[src/rtl/sprite_if.sv]
// Beam/sprite bus between the sync generator, sprite ROM and the sprite renderer.
// The renderer side uses the slave modport; the driving side uses master.
interface sprite_if #(
    parameter int unsigned POS_W = 9
) ();
    logic             hstart;
    logic             vstart;
    logic [POS_W-1:0] hpos;
    logic [POS_W-1:0] vpos;
    logic [7:0]       sprite_x;
    logic [7:0]       sprite_y;
    logic [3:0]       rom_addr;
    logic [7:0]       rom_bits;
    logic             gfx;
    logic             active;

    modport master (
        output hstart, vstart, hpos, vpos, sprite_x, sprite_y, rom_bits,
        input  rom_addr, gfx, active
    );

    modport slave (
        input  hstart, vstart, hpos, vpos, sprite_x, sprite_y, rom_bits,
        output rom_addr, gfx, active
    );
endinterface

[src/rtl/sprite_renderer.sv]
// Scanline sprite engine: fetches one bitmap row per line in hblank and shifts it out at sprite_x.
// Define SPRITE_MIRROR_EN for a 16-pixel mirrored draw; otherwise the row is drawn 8 pixels wide.
module sprite_renderer #(
    parameter int unsigned SPRITE_H = 16,
    parameter int unsigned POS_W    = 9
) (
    input logic     clk,
    input logic     reset,
    sprite_if.slave bus
);

`ifdef SPRITE_MIRROR_EN
    localparam int unsigned NPix = 16;
    localparam int unsigned CntW = 5;
`else
    localparam int unsigned NPix = 8;
    localparam int unsigned CntW = 4;
`endif

    typedef enum logic [2:0] {StIdle, StFetch, StLatch, StWaitX, StDraw} state_e;

    state_e            state_q, state_d;
    logic [3:0]        line_q, line_d;
    logic [3:0]        addr_q, addr_d;
    logic [7:0]        row_q, row_d;
    logic [CntW-1:0]   cnt_q, cnt_d;
    logic              gfx_q, gfx_d;
    logic              drawn_q, drawn_d;
    logic              pix_cur;
    logic              x_hit;
    logic              y_hit;

    assign x_hit = (bus.hpos == POS_W'(bus.sprite_x));
    assign y_hit = (bus.vpos == POS_W'(bus.sprite_y));

`ifdef SPRITE_MIRROR_EN
    // Second half walks the row backwards: pixel i (8..15) shows row[15-i].
    assign pix_cur = cnt_q[3] ? row_q[3'(~cnt_q[2:0])] : row_q[cnt_q[2:0]];
`else
    assign pix_cur = row_q[cnt_q[2:0]];
`endif

    always_comb begin
        state_d = state_q;
        line_d  = line_q;
        addr_d  = addr_q;
        row_d   = row_q;
        cnt_d   = cnt_q;
        gfx_d   = 1'b0;
        drawn_d = drawn_q;

        if (bus.vstart) begin
            state_d = StIdle;
            line_d  = 4'd0;
        end else if (bus.hstart && state_q != StIdle) begin
            // New line aborts any unfinished wait/draw.
            if (line_q == 4'(SPRITE_H - 1)) begin
                state_d = StIdle;
            end else begin
                line_d  = line_q + 4'd1;
                addr_d  = line_q + 4'd1;
                drawn_d = 1'b0;
                state_d = StFetch;
            end
        end else begin
            unique case (state_q)
                StIdle: begin
                    if (bus.hstart && y_hit) begin
                        line_d  = 4'd0;
                        addr_d  = 4'd0;
                        drawn_d = 1'b0;
                        state_d = StFetch;
                    end
                end
                StFetch: state_d = StLatch;
                StLatch: begin
                    row_d   = bus.rom_bits;
                    state_d = StWaitX;
                end
                StWaitX: begin
                    // Pixel 0 is registered on the compare edge so it lands at sprite_x+1.
                    if (!drawn_q && x_hit) begin
                        gfx_d   = row_q[0];
                        cnt_d   = CntW'(1);
                        state_d = StDraw;
                    end
                end
                StDraw: begin
                    if (cnt_q == CntW'(NPix)) begin
                        drawn_d = 1'b1;
                        state_d = StWaitX;
                    end else begin
                        gfx_d = pix_cur;
                        cnt_d = cnt_q + CntW'(1);
                    end
                end
                default: state_d = StIdle;
            endcase
        end
    end

    always_ff @(posedge clk or negedge reset) begin
        if (!reset) begin
            state_q <= StIdle;
            line_q  <= 4'd0;
            addr_q  <= 4'd0;
            row_q   <= 8'd0;
            cnt_q   <= '0;
            gfx_q   <= 1'b0;
            drawn_q <= 1'b0;
        end else begin
            state_q <= state_d;
            line_q  <= line_d;
            addr_q  <= addr_d;
            row_q   <= row_d;
            cnt_q   <= cnt_d;
            gfx_q   <= gfx_d;
            drawn_q <= drawn_d;
        end
    end

    assign bus.rom_addr = addr_q;
    assign bus.gfx      = gfx_q;
    assign bus.active   = (state_q != StIdle);

endmodule

[src/flat_wrapper.sv]
// flat-port wrapper written by rule: the top's interface ports become plain ports
module sprite_renderer_flat 
#(
    parameter int unsigned SPRITE_H = 16,
    parameter int unsigned POS_W    = 9
)
  (clk, reset, bus_hstart, bus_vstart, bus_hpos, bus_vpos, bus_sprite_x, bus_sprite_y, bus_rom_bits, bus_rom_addr, bus_gfx, bus_active);
  sprite_if #(.POS_W(POS_W)) bus_i ();
  input logic clk;
  input logic reset;
  input wire logic [$bits(bus_i.hstart)-1:0] bus_hstart;
  input wire logic [$bits(bus_i.vstart)-1:0] bus_vstart;
  input wire logic [$bits(bus_i.hpos)-1:0] bus_hpos;
  input wire logic [$bits(bus_i.vpos)-1:0] bus_vpos;
  input wire logic [$bits(bus_i.sprite_x)-1:0] bus_sprite_x;
  input wire logic [$bits(bus_i.sprite_y)-1:0] bus_sprite_y;
  input wire logic [$bits(bus_i.rom_bits)-1:0] bus_rom_bits;
  output wire logic [$bits(bus_i.rom_addr)-1:0] bus_rom_addr;
  output wire logic [$bits(bus_i.gfx)-1:0] bus_gfx;
  output wire logic [$bits(bus_i.active)-1:0] bus_active;
  assign bus_i.hstart = bus_hstart;
  assign bus_i.vstart = bus_vstart;
  assign bus_i.hpos = bus_hpos;
  assign bus_i.vpos = bus_vpos;
  assign bus_i.sprite_x = bus_sprite_x;
  assign bus_i.sprite_y = bus_sprite_y;
  assign bus_i.rom_bits = bus_rom_bits;
  assign bus_rom_addr = bus_i.rom_addr;
  assign bus_gfx = bus_i.gfx;
  assign bus_active = bus_i.active;
  sprite_renderer #(.SPRITE_H(SPRITE_H), .POS_W(POS_W)) u_core (.clk(clk), .reset(reset), .bus(bus_i));
endmodule
[config.mk]
export PLATFORM = sky130hd
export DESIGN_NAME = sprite_renderer_flat
export DESIGN_NICKNAME = d
export VERILOG_FILES = /design/src/rtl/sprite_if.sv /design/src/rtl/sprite_renderer.sv /design/src/flat_wrapper.sv
export SDC_FILE = /design/constraint.sdc
export NUM_CORES = 1
export LEC_CHECK = 0
export CORE_MARGIN = 2
export CORE_UTILIZATION = 45
export DETAILED_ROUTE_END_ITERATION = 10
export GPL_ROUTABILITY_DRIVEN = 0
export GPL_TIMING_DRIVEN = 0
export PLACE_DENSITY = 0.87
export SETUP_SLACK_MARGIN = 0.05
export SLEW_MARGIN = 10
export SYNTH_ARGS = -nofsm -noshare
export SYNTH_HDL_FRONTEND = slang
export SYNTH_SLANG_ARGS = --single-unit
[constraint.sdc]
create_clock -name clk -period 2.19 [get_ports clk]
set_input_delay 0.3285 -clock clk [delete_from_list [all_inputs] [get_ports clk]]
set_output_delay 0.3285 -clock clk [all_outputs]
set_load 0.03 [all_outputs]
==> flow_summary.yaml <==
timing:
  holdWs_ns: 0.5110
  layout_min_cycle_time_ns: 2.026
  worst_pin_slew_ns: 1.099
  relSlewSlack_pct: 26.48
  min_period_over_period_pct: 92.51
  fmax_mhz: 493.6
  rsz0062_at_grt: "false"
  drv_slew: 0
  setup_viol: 0
  finClkSkew_ns: 0.0009284
  finalSetupTns_ns: 0
  finalHoldViolCount: 0
logic_synthesis:
  syn_area_per_cell_um2: 10.18
  async_reset_ff_share_pct: 100.0
  yosys_warnings: 0
  yosysMostFrequentCell: "dfrtp_1"
  synthDominantCellAreaShare_pct: 42.09
  syn_area_mm2: 0.001486
  synth_top_area_cell: "dfrtp_1"
  synth-edff-count: 0
  ys_seq_area_share_pct: 42.09
  yosys-top-cells-area: "dfrtp_1 42%, mux2_2 6.8%, xor2_1 5.3%"
  syn-num-nets: 195
  synth-seq-cells: 25
  yosys-top-cells-count: "25 x dfrtp_1, 11 x nand2_1, 11 x nor2_1, 9 x mux2_2, 9 x xor2_1"
  synth.distinct_cells: 37
  syn_inst: 146
  synthFlopType: "dfrtp_1"
drt:
  firstDrtPassIters: 4
  viasPerCell: 5.433
  drtIter0Drc: 39
  wire_per_inst_um: 14.24
  detail-route-antenna-nets: 0
  drc: 0
  wl_met2_um: 1924
  met3WireLength_um: 255
  wl_met1_um: 1276
  routed_wl_um: 3488
  vias: 1331
  routed.top_layer: "met4"
clock_tree:
  cts.hold.buffers_added: 0
  clock_path_buffers: 2
  clock_sinks: 25
  cts_buffers: 3
  clk_latency_ns: 0.31
  tritoncts: "built"
  cts-htree-levels: 1
  path_clk_slew_ns: 0.13
  cts_root_buf: "clkbuf_4"
floorplanning:
  io_pins: 52
  coreArea_mm2: 0.003103
  start_util_pct: 47.90
  die_h_um: 61.48
  die_area_mm2: 0.003779
  die_x_um: 61.48
  placementRows: 20
power_and_ir_drop:
  power.density_mw_per_mm2: 393.2
  p_total_w: 0.0008246
  p_leak_nw: 0.9549
  ir_worst_vdd_v: 0.0004549
finish:
  n_antenna_cell: 0
  instances_no_fill: 245
  syn_to_final_growth_pct: 41.08
  drive_gt1_share_pct: 11.44
  fin_nets: 251
  stdcell_area_mm2: 0.002097
grt:
  grtUsageTotal_pct: 19.31
  grt_pass1_wl_um: 5464
  antenna_found_initial: 0
  overflow: 0
  grt_max_degree: 26
  grt_pass1_vias: 1349
placed_design:
  post_dp_cell_area_mm2: 0.002042
  dp.cells: 240
  dp_hpwl_um: 2860
  io_buffer_count: 50
hold_path:
  hp-class: "register to register"
status:
  status: "completed"
worst_setup_path:
  path_max_fanout: 7
  critPathCaptureType: "register"
  cp-start-kind: "primary input"
  crit_buf_inv: 1
  path_class: "primary input to register"
  critPathRequiredTime_ns: 2.40
  cp_top_family: "simple AND/OR/NAND/NOR gates"
  cpMaxStageDelayCell: "clkdlybuf4s50_1"
  path_cells: "clkdlybuf4s50_1 > nor2b_1 > nand4_1 > nor4_2 > o21ai_1 > a2bb2o_1"
  arrival_ns: 2.24
  cp_slowest_stage_delay_ns: 0.64
flow_run:
  maxCapViolations: 0
[final cells by class]
type | count | area (um2)
clock buffers | 3 | 22.52
well taps | 44 | 55.05
flip-flops and latches | 25 | 625.6
inverters | 5 | 18.77
repair buffers | 51 | 510.5
plain buffers | 1 | 8.758
multi-input cells | 115 | 850.8
fillers | 260 | 1006
clock inverters | 1 | 5.005
[final timing paths]
check,start,to,slack [ns],cells past startpoint
worst max-delay path,bus_hstart,u_core.drawn_q,0.16,6
worst min-delay path,u_core.bus.rom_addr[2],u_core.bus.rom_addr[2],0.51,1
worst max register to register,u_core.state_q[2],u_core.row_q[4],0.22,7
worst min register to register,u_core.bus.rom_addr[2],u_core.bus.rom_addr[2],0.51,1
max in group asynchronous,reset,u_core.line_q[0],0.95,1
min in group asynchronous,reset,u_core.row_q[7],0.59,1
[placed cells by master, fill, tap and decap left out, types with 2 or more instances in the layout]
cell	instances
nand3_1	7
inv_1	4
nor2_1	11
mux2_2	9
xor2_1	9
xnor2_1	6
mux4_2	2
nand2b_1	6
a21oi_1	4
nand2_1	11
nor3b_1	3
clkdlybuf4s50_1	49
a22o_1	2
ha_1	3
nor3_1	6
o32ai_1	2
clkbuf_4	3
o21ai_0	7
a21o_1	5
nand4_1	3
dfrtp_1	25
[worst reg2reg max path, stage by stage (launching register included)]
cell and delay (ns):
dfrtp_1 0.50, nor3_4 0.26, inv_2 0.12, nand2_4 0.10, nand2b_2 0.10, nor4b_4 0.25
buf_4 0.21, mux2_2 0.34
[sequential cells by signal, summed over array words and instances (netlist names)]
signal,flops
u_core.row_q,8
u_core.bus.rom_addr,4
u_core.cnt_q,4
u_core.line_q,4
u_core.state_q,3
u_core.bus.gfx,1
u_core.drawn_q,1
[where the power goes]
group	leakage, nW	switching, W	total (W)	internal [W]
Clock	0.0177	0.000132	0.000201	0.0000683
Combinational	0.599	0.0000571	0.000156	0.0000984
Sequential	0.339	0.00000254	0.000468	0.000466
Total	0.955	0.000192	0.000825	0.000632
[layer usage]
layer  global-route usage [%]  up-vias
met5                        0        -
met4                    3.343        0
met3                    4.622        4
met2                    39.06       43
met1                    20.14      643
li1                         -      641
[logic make-up (layout without fill, tap and decap cells)]
family,Yosys count,after routing,share of synthesized area [%]
AND/OR/NAND/NOR,57,57,21.46
AO/OA/AOI/OAI,29,29,13.39
flip-flops,25,25,42.09
XOR/XNOR,15,15,8.839
multiplexers,11,11,9.848
buffers and inverters,6,61,1.851
adder cells (fa/ha/maj),3,3,2.526
[through the flow]
stage               setup WS [ns]  utilization [%]
floorplan                 0.07822                -
global placement          -0.4198            65.81
detailed placement        -0.4505            65.81
CTS                      0.008673            67.30
global route              0.08054            67.58
finish                     0.1640            67.58
[timing repair]
action | 4_1_cts | 5_1_grt
buffers inserted | 1 | 0
endpoints found under the setup margin | 13 | 8
pin swaps | 0 | 0
gates resized for setup | 2 | 3
Power figures use the tool's default switching activity.
